`src/rtl/ocp_interval_timer.sv`:
```
// ocp_interval_timer: down-counting interval timer on the OCP bus.
// A period loaded into CNTR is counted down in CURR once CTRL.enable is set.
// On expiry the timer flags ipend (when imask is set), then either reloads
// from CNTR or stops. Every accepted command gets a DVA one cycle later.
module ocp_interval_timer (
  input  logic        clk,
  input  logic        rst,
  input  logic [31:0] i_MAddr,
  input  logic [2:0]  i_MCmd,
  input  logic [31:0] i_MData,
  input  logic [3:0]  i_MByteEn,
  output logic        o_SCmdAccept,
  output logic [31:0] o_SData,
  output logic [1:0]  o_SResp,
  output logic        o_intr
);

  localparam logic [2:0] CMD_WRITE = 3'd1;
  localparam logic [2:0] CMD_READ  = 3'd2;
  localparam logic [1:0] RESP_NULL = 2'd0;
  localparam logic [1:0] RESP_DVA  = 2'd1;

  localparam logic [1:0] REG_CTRL  = 2'd0;
  localparam logic [1:0] REG_CNTR  = 2'd1;
  localparam logic [1:0] REG_CURR  = 2'd2;

  // Replace only the bytes whose enable is set.
  function automatic logic [31:0] merge_bytes(
    input logic [31:0] old_val,
    input logic [31:0] new_val,
    input logic [3:0]  be
  );
    logic [31:0] res;
    res = old_val;
    for (int b = 0; b < 4; b++) begin
      if (be[b]) begin
        res[8*b +: 8] = new_val[8*b +: 8];
      end else begin
        res[8*b +: 8] = old_val[8*b +: 8];
      end
    end
    return res;
  endfunction

  // Architectural state.
  logic        r_enable;
  logic        r_reload;
  logic        r_imask;
  logic        r_ipend;
  logic [31:0] r_cntr;
  logic [31:0] r_curr;

  // Response / interrupt output registers.
  logic [1:0]  r_sresp;
  logic [31:0] r_sdata;
  logic        r_intr;

  // Command decode.
  logic        w_is_write;
  logic        w_is_read;
  logic [1:0]  w_sel;
  logic        w_ctrl_wr;
  logic        w_cntr_wr;
  logic        w_running;
  logic        w_tick;
  logic        w_expire;

  // Next-state values.
  logic        w_enable_nxt;
  logic        w_reload_nxt;
  logic        w_imask_nxt;
  logic        w_ipend_nxt;
  logic [31:0] w_cntr_nxt;
  logic [31:0] w_curr_nxt;
  logic [31:0] w_rd_data;

  // Address bits outside [3:2] do not take part in decoding.
  logic        w_unused_addr;

  assign w_unused_addr = ^{i_MAddr[31:4], i_MAddr[1:0]};

  assign o_SCmdAccept = 1'b1;

  assign w_is_write = (i_MCmd == CMD_WRITE);
  assign w_is_read  = (i_MCmd == CMD_READ);
  assign w_sel      = i_MAddr[3:2];

  // CTRL fields live in byte 0, so a CTRL write only counts when that byte is enabled.
  assign w_ctrl_wr  = w_is_write & (w_sel == REG_CTRL) & i_MByteEn[0];
  assign w_cntr_wr  = w_is_write & (w_sel == REG_CNTR);

  // A CTRL write takes precedence over counting in the same cycle.
  assign w_running  = r_enable & ~w_ctrl_wr;
  assign w_tick     = w_running & (r_curr > 32'd1);
  assign w_expire   = w_running & (r_curr <= 32'd1);

  // Next value of the CTRL fields (enable/reload/imask).
  always_comb begin
    w_enable_nxt = r_enable;
    w_reload_nxt = r_reload;
    w_imask_nxt  = r_imask;
    if (w_ctrl_wr) begin
      w_enable_nxt = i_MData[0];
      w_reload_nxt = i_MData[1];
      w_imask_nxt  = i_MData[2];
    end else if (w_expire && !r_reload) begin
      w_enable_nxt = 1'b0;
    end else begin
      w_enable_nxt = r_enable;
    end
  end

  // Pending flag: write-1-to-clear, with an expiry set taking priority.
  always_comb begin
    w_ipend_nxt = r_ipend;
    if (w_ctrl_wr && i_MData[3]) begin
      w_ipend_nxt = 1'b0;
    end else begin
      w_ipend_nxt = r_ipend;
    end
    if (w_expire && r_imask) begin
      w_ipend_nxt = 1'b1;
    end else begin
      w_ipend_nxt = w_ipend_nxt;
    end
  end

  // Current count: start/restart, decrement, reload or stop at zero.
  always_comb begin
    w_curr_nxt = r_curr;
    if (w_ctrl_wr) begin
      if (i_MData[0]) begin
        w_curr_nxt = r_cntr;
      end else begin
        w_curr_nxt = r_curr;
      end
    end else if (w_tick) begin
      w_curr_nxt = r_curr - 32'd1;
    end else if (w_expire) begin
      if (r_reload) begin
        w_curr_nxt = r_cntr;
      end else begin
        w_curr_nxt = 32'd0;
      end
    end else begin
      w_curr_nxt = r_curr;
    end
  end

  // Period register; a new value is only picked up at the next start or reload.
  always_comb begin
    w_cntr_nxt = r_cntr;
    if (w_cntr_wr) begin
      w_cntr_nxt = merge_bytes(r_cntr, i_MData, i_MByteEn);
    end else begin
      w_cntr_nxt = r_cntr;
    end
  end

  // Read mux, sampling register values as they stand at the command edge.
  always_comb begin
    w_rd_data = 32'd0;
    case (w_sel)
      REG_CTRL: w_rd_data = {28'd0, r_ipend, r_imask, r_reload, r_enable};
      REG_CNTR: w_rd_data = r_cntr;
      REG_CURR: w_rd_data = r_curr;
      default:  w_rd_data = 32'd0;
    endcase
  end

  // Timer state registers.
  always_ff @(posedge clk) begin
    if (rst) begin
      r_enable <= 1'b0;
      r_reload <= 1'b0;
      r_imask  <= 1'b0;
      r_ipend  <= 1'b0;
      r_cntr   <= 32'd0;
      r_curr   <= 32'd0;
    end else begin
      r_enable <= w_enable_nxt;
      r_reload <= w_reload_nxt;
      r_imask  <= w_imask_nxt;
      r_ipend  <= w_ipend_nxt;
      r_cntr   <= w_cntr_nxt;
      r_curr   <= w_curr_nxt;
    end
  end

  // One-cycle DVA response per accepted command, plus the registered interrupt.
  always_ff @(posedge clk) begin
    if (rst) begin
      r_sresp <= RESP_NULL;
      r_sdata <= 32'd0;
      r_intr  <= 1'b0;
    end else begin
      r_sresp <= (w_is_read || w_is_write) ? RESP_DVA : RESP_NULL;
      r_sdata <= w_is_read ? w_rd_data : 32'd0;
      r_intr  <= w_ipend_nxt & w_imask_nxt;
    end
  end

  assign o_SResp = r_sresp;
  assign o_SData = r_sdata;
  assign o_intr  = r_intr;

endmodule

```
`config.mk`:
```
export PLATFORM = sky130hd
export DESIGN_NAME = ocp_interval_timer
export DESIGN_NICKNAME = d
export VERILOG_FILES = /design/src/rtl/ocp_interval_timer.sv
export SDC_FILE = /design/constraint.sdc
export NUM_CORES = 1
export LEC_CHECK = 0
export CELL_PAD_IN_SITES_DETAIL_PLACEMENT = 0
export CELL_PAD_IN_SITES_GLOBAL_PLACEMENT = 2
export CORE_MARGIN = 2
export CORE_UTILIZATION = 29
export CTS_CLUSTER_DIAMETER = 60
export DETAILED_ROUTE_END_ITERATION = 12
export GPL_ROUTABILITY_DRIVEN = 1
export GPL_TIMING_DRIVEN = 0
export PLACE_DENSITY = 0.9
export SYNTH_ARGS = -nofsm -noshare
export SYNTH_HDL_FRONTEND = slang
export SYNTH_SLANG_ARGS = --single-unit
```
`constraint.sdc`:
```
create_clock -name clk -period 3.2 [get_ports clk]
set_input_delay 0.8 -clock clk [delete_from_list [all_inputs] [get_ports clk]]
set_output_delay 0.8 -clock clk [all_outputs]
set_load 0.02 [all_outputs]
```
Word level (Yosys, flattened, before mapping) --
Index checks and enable logic that the tools add are counted.
Word-level totals: register bits 103, bits of input ports 73, output and inout bits 36, word-level logic and storage cells 55
Operators by class: add/sub/neg operators 1, magnitude comparators 2, eq/ne operators 5, mux-type cells 12, bitwise logic cells 9, reduce and logical (&&, ||, !) cells 14
Operator list (count):
- $mux 32 | 5
- $pmux 32 s3 | 1
- $gt 32x1->1 const B | 1
- $le 32x1->1 const B | 1
- $sub 32x1->32 const B | 1
- $reduce_and 2->1 | 5
- $and 1x1->1 | 7
- $mux 1 | 6
- $eq 3x1->1 const B | 1
- $eq 3x2->1 const B | 1
- $logic_and 1x1->1 | 3
- $reduce_bool 3->1 | 1
- $eq 2x1->1 const B | 1
- $eq 2x2->1 const B | 1
- $logic_not 2->1 | 1
- $ne 2x2->1 const B | 1
- $not 1->1 | 2
- $reduce_bool 2->1 | 1
- $reduce_or 2->1 | 1
- $logic_not 1->1 | 1
- $logic_or 1x1->1 | 1

Longest topological paths before layout --
word-level depth 9, gate-level depth with buffers 11, depth with buffers taken out 8

Worst setup path before layout --
OpenSTA, ideal clock, no wires.
kind register to register, start point register r_curr[4], end point register r_curr[22], setup time 0.143 ns, arrival 2.575 ns, data required time 3.057 ns, slack 0.482 ns, stages on the path, launching flop included 11, buffers on the path 5, period minus slack after synthesis 2.718 ns, path through dfxtp_1 buf_6 or4_4 buf_6 or4_4 buf_6 o31a_1 buf_6 buf_2 a32oi_1 o32ai_1
Between the ends: cells in the longest elaborated chain, start to end 4, elaborated cells on any way between the ends 9, those cells by class add/sub: 1; order compare: 2; mux: 2; bitwise: 2; reduce/logical: 2
Ends and longest elaborated chain:
- start, declared | RTL line 51 | logic [31:0] r_curr;
- start signal, assigned | RTL line 186 | r_curr <= w_curr_nxt;
- $gt 32x1->1 or $le 32x1->1 (tied branches) | RTL line 94, 95
- $and 1x1->1, on equally long branches | RTL line 94, 95
- $reduce_bool 3->1 (no line) or $mux 32 (tied branches)
- $reduce_and 2->1 (no line) or $mux 32 (tied branches)
Several ways; a longest one is shown, not always the timed one. A chain may end at the register's enable or synchronous reset.

Final worst setup path --
start point input i_MAddr[2], end point register r_curr[29]
Between the ends: cells in the longest elaborated chain, start to end 8, elaborated cells on any way between the ends 12, those cells by class eq/ne: 1; mux: 2; bitwise: 6; reduce/logical: 3
Ends and longest elaborated chain:
- start, declared | RTL line 8 | input logic [31:0] i_MAddr,
- $logic_not 2->1 * | RTL line 89 | assign w_ctrl_wr = w_is_write & (w_sel == REG_CTRL) & i_MByteEn[0];
- $and 1x1->1 * (2 in a row) | RTL line 89
- $not 1->1 | RTL line 93 | assign w_running = r_enable & ~w_ctrl_wr;
- $and 1x1->1 | RTL line 93
- $and 1x1->1, on equally long branches | RTL line 94, 95
- $reduce_bool 3->1 (no line) or $mux 32 (tied branches)
- $reduce_and 2->1 (no line) or $mux 32 (tied branches)
Mark *: on every way between the ends. The rest lies on a longest branch, timed or not.

==> results.md <==
- Clock-pin slew on the worst setup and hold paths: 70 ps
- Worst-Skew Late Latency: 360 ps
- Crit. End Element: flip-flop
- Worst Hold Depth: 2
- Post-Layout Inst Area: 6055 um2
- Inst Count DP: 870
- # fillers: 1633
- Critical path peak fanout: 10
- Routed Antenna Nets: 0
- HP Start: r_cntr[4]
- Die area: 17170 um2
- FP Rows: 46
- Initial Utilization: 29.57%
- Post-Syn Area: 4681 um2
- Max Slew Vio Count: 0
- Switch share: 22.22%
- Comb power frac: 5.9%
- HP Class: reg2reg
- Flop pwr share: 47.2%
- Number of top-level pins: 109
- Area taken by flip-flops and latches: 2042 um2
- Antenna Cells: 0
- TritonCTS clock tree: yes
- Routed WL per cell: 18.63 um
- Slowest stage delay, CP: 580 ps
- DRC violation count after routing: 0
- H-tree depth: 3
- Unrepaired setup endpoints after global routing: false
- CTS root buf: clkbuf_16
- Outcome: completed
- Gpl congestion: 0.8996
- Net Count, Synth: 657
- Internal Power: 2.102 mW
- 1st-iter DRT viols: 415
- Crit path top cell by count: nor2_1
- Distinct cells, synth: 63
- Area leader, netlist: dfxtp_1
- Family with the most delay on the worst path: buffers and inverters
- Core area: 15830 um2
- CP required: 3440 ps
- R2R Path Start: r_curr[8]
- Number of synthesized register bits: 102
- Post-synthesis adder-cell area fraction: 0.5346%
- CP max-delay cell: clkdlybuf4s50_1
- Placed Area: 5672 um2
- Total power: 2.702 mW
- Slew @ Worst Pin: 798.0 ps
- Period utilization: 93.77%
- Clk buf depth: 2
- Commonest non-fill, non-tap cells in the layout: dfxtp_1 (102), clkdlybuf4s50_1 (72), nor2_1 (64)
- Initial antenna violation count: 0
- Clock sinks: 102
- Leakage power: 1.990 nW
- Synth top area share: 43.62%
- Synth Area in Simple Gates: 24.81%
- Post-Synth XOR/XNOR Area: 0.1871%
- Largest family of logic cells by synthesized area: simple AND/OR/NAND/NOR gates
- Critical path buffer and inverter count: 2
- Buffers on Ports: 72
- Syn. warnings: 0
- Hold Path End: r_curr[4]
- Vias per cell: 5.370
- Routed WL: 16470 um
- Fmax: 333.3 MHz
- Max-cap violations: 0
- All-Layer GR Usage: 19.55%
- CP startpoint kind: input port
- Final Non-Filler Cells: 884
- Vias in the first global route: 4645
- Final core utilization: 38.25%
- Top cells by area, synth: dfxtp_1 (44%), a21oi_1 (6.6%), nor2_1 (5.3%)
- Crit Reg-Reg Endpoint: r_curr[0]
- Global-route wire length before repair: 25230 um
- Main flop type after synthesis: dfxtp_1
- Post-synth ARST share: 0%
- Crit Path Class: in2reg
- CP cell instances: clkdlybuf4s50_1 -> nor2_1 -> a21oi_4 -> nor2_1 -> clkbuf_1 -> nor2_2 -> o2111ai_1 -> nand3_1
- DIE HEIGHT: 131.0 um
- Tmin final: 3001 ps
- Commonest non-fill, non-tap cell in the layout: dfxtp_1
- Reg-to-reg slack, setup: 250 ps
- Drt first pass iters: 5
- Syn Area/Cell: 8.043 um2
- VDD IR max: 236.6 uV
- Proportion of synthesized area in mux cells: 1.497%
- Clk pwr share: 46.9%
- Power per Cell Area: 446.3 nW/um2
- Register area share after synthesis: 43.62%
- Synth Instances: 582
- Final Hold Viols: 0
- Worst Reg-to-Reg Cells: 6
- CTS buffer count: 9
- Global route overflow: 0
- Synth Area in Compound Gates: 23.79%
- Area Growth Syn to Fin: 29.35%
- CP arrival: 3240 ps
- Sum of negative setup slack: 0 ps
- Post-DP HPWL: 11920 um
- Nets@finish: 739
- Final setup vio count: 0
- Sw power: 600.4 uW
- Largest net degree at the start of global routing: 17
- Die Wd: 131.0 um
- Slew Limit Headroom: 46.80%
- Multi-input gate area: 2429 um2
- Layout cell share with drive strength beyond 1: 7.635%
- Clock Skew: 12.41 ps
- Post-synth EDFFs: 0
- Via count: 4747
[how the worst max path moves through the flow]
stage                       endpoint       start  cells past startpoint  slack, ps
final                     r_curr[29]  i_MAddr[2]                      8        200
after global routing       r_curr[1]  i_MAddr[2]                      7         30
after CTS                 r_cntr[29]  i_MAddr[2]                      8         10
after detailed placement   r_curr[9]  i_MAddr[2]                      8       -820
after global placement     r_curr[9]  i_MAddr[2]                      8       -870
after floorplan           r_curr[22]   r_curr[4]                     10        480
[metal layers]
layer | track usage, % | vias up | share of wire (%)
met5 | 0 | - | 0
li1 | - | 2291 | -
met1 | 24.78 | 2281 | 45
met3 | 3.990 | 31 | 4.5
met4 | 9.262 | 0 | 3.2
met2 | 31.88 | 144 | 47
[what timing repair did]
action,CTS,global route
pin swaps,0,1
hold buffers,0,0
buffers inserted,0,1
gates resized for setup,4,12
setup endpoints to repair,26,33
[power by group through the flow]
stage / clock network, mW / logic [mW] / registers, mW
final: 1.27 / 0.159 / 1.28
after global routing: 1.33 / 0.172 / 1.28
after CTS: 1.28 / 0.157 / 1.28
after detailed placement: 0 / 0.155 / 1.31
after global placement: 0 / 0.154 / 1.31
after floorplan: 0 / 0.0680 / 1.31
[sequential cells by signal, summed over array words and instances, names as in the netlist]
signal / count
o_SResp: 1
r_cntr: 32
o_SData: 32
r_imask: 1
r_ipend: 1
r_curr: 32
o_intr: 1
r_enable: 1
r_reload: 1
[cell families after synthesis]
kind of cell	count (synthesis)
compound gates	170
buf+inv	55
fa+ha+maj	2
flops	102
simple gates	243
xor+xnor	1
mux	7
other cells	2
[cell type report]
cell class              count  area share [%]
clock inverters             5           1.757
repair buffers             73           12.03
inverters                   5          0.3100
well taps                 216           4.464
plain buffers              48           3.823
flip-flops and latches    102           33.73
clock buffers              10           3.782
multi-input cells         425           40.11
[through the flow]
stage,hold WS (ps),worst slack (ps)
final,471.9,199.4
after global routing,499.9,34.95
after CTS,474.0,14.07
after detailed placement,464.7,-817.3
after global placement,458.6,-867.0
after floorplan,445.0,482.2
[Yosys cell counts, types with 3 or more instances]
cell and count:
nor2_1 66, nor3_1 22, mux2i_1 7, a31oi_1 3, nand3_1 43, nand4_1 6
o21ai_0 29, a211oi_1 3, or3_1 4, and3_1 3, nand2_1 63, inv_1 4
clkbuf_1 38, buf_6 4, o21ai_1 3, nor3b_1 4, buf_4 3, o22ai_1 4
a32oi_1 6, o211ai_1 3, or4_1 6, a21oi_1 62, buf_2 4, a22oi_1 30
a221o_1 4, nor4_1 11, dfxtp_1 102
[worst register-to-register path: cells and delay by family (launching register included)]
kind | cells | cell delay [ps]
compound gates | 1 | 290
buf+inv | 1 | 150
flops | 1 | 370
simple gates | 4 | 2030
(Power assumes the default switching activity.)
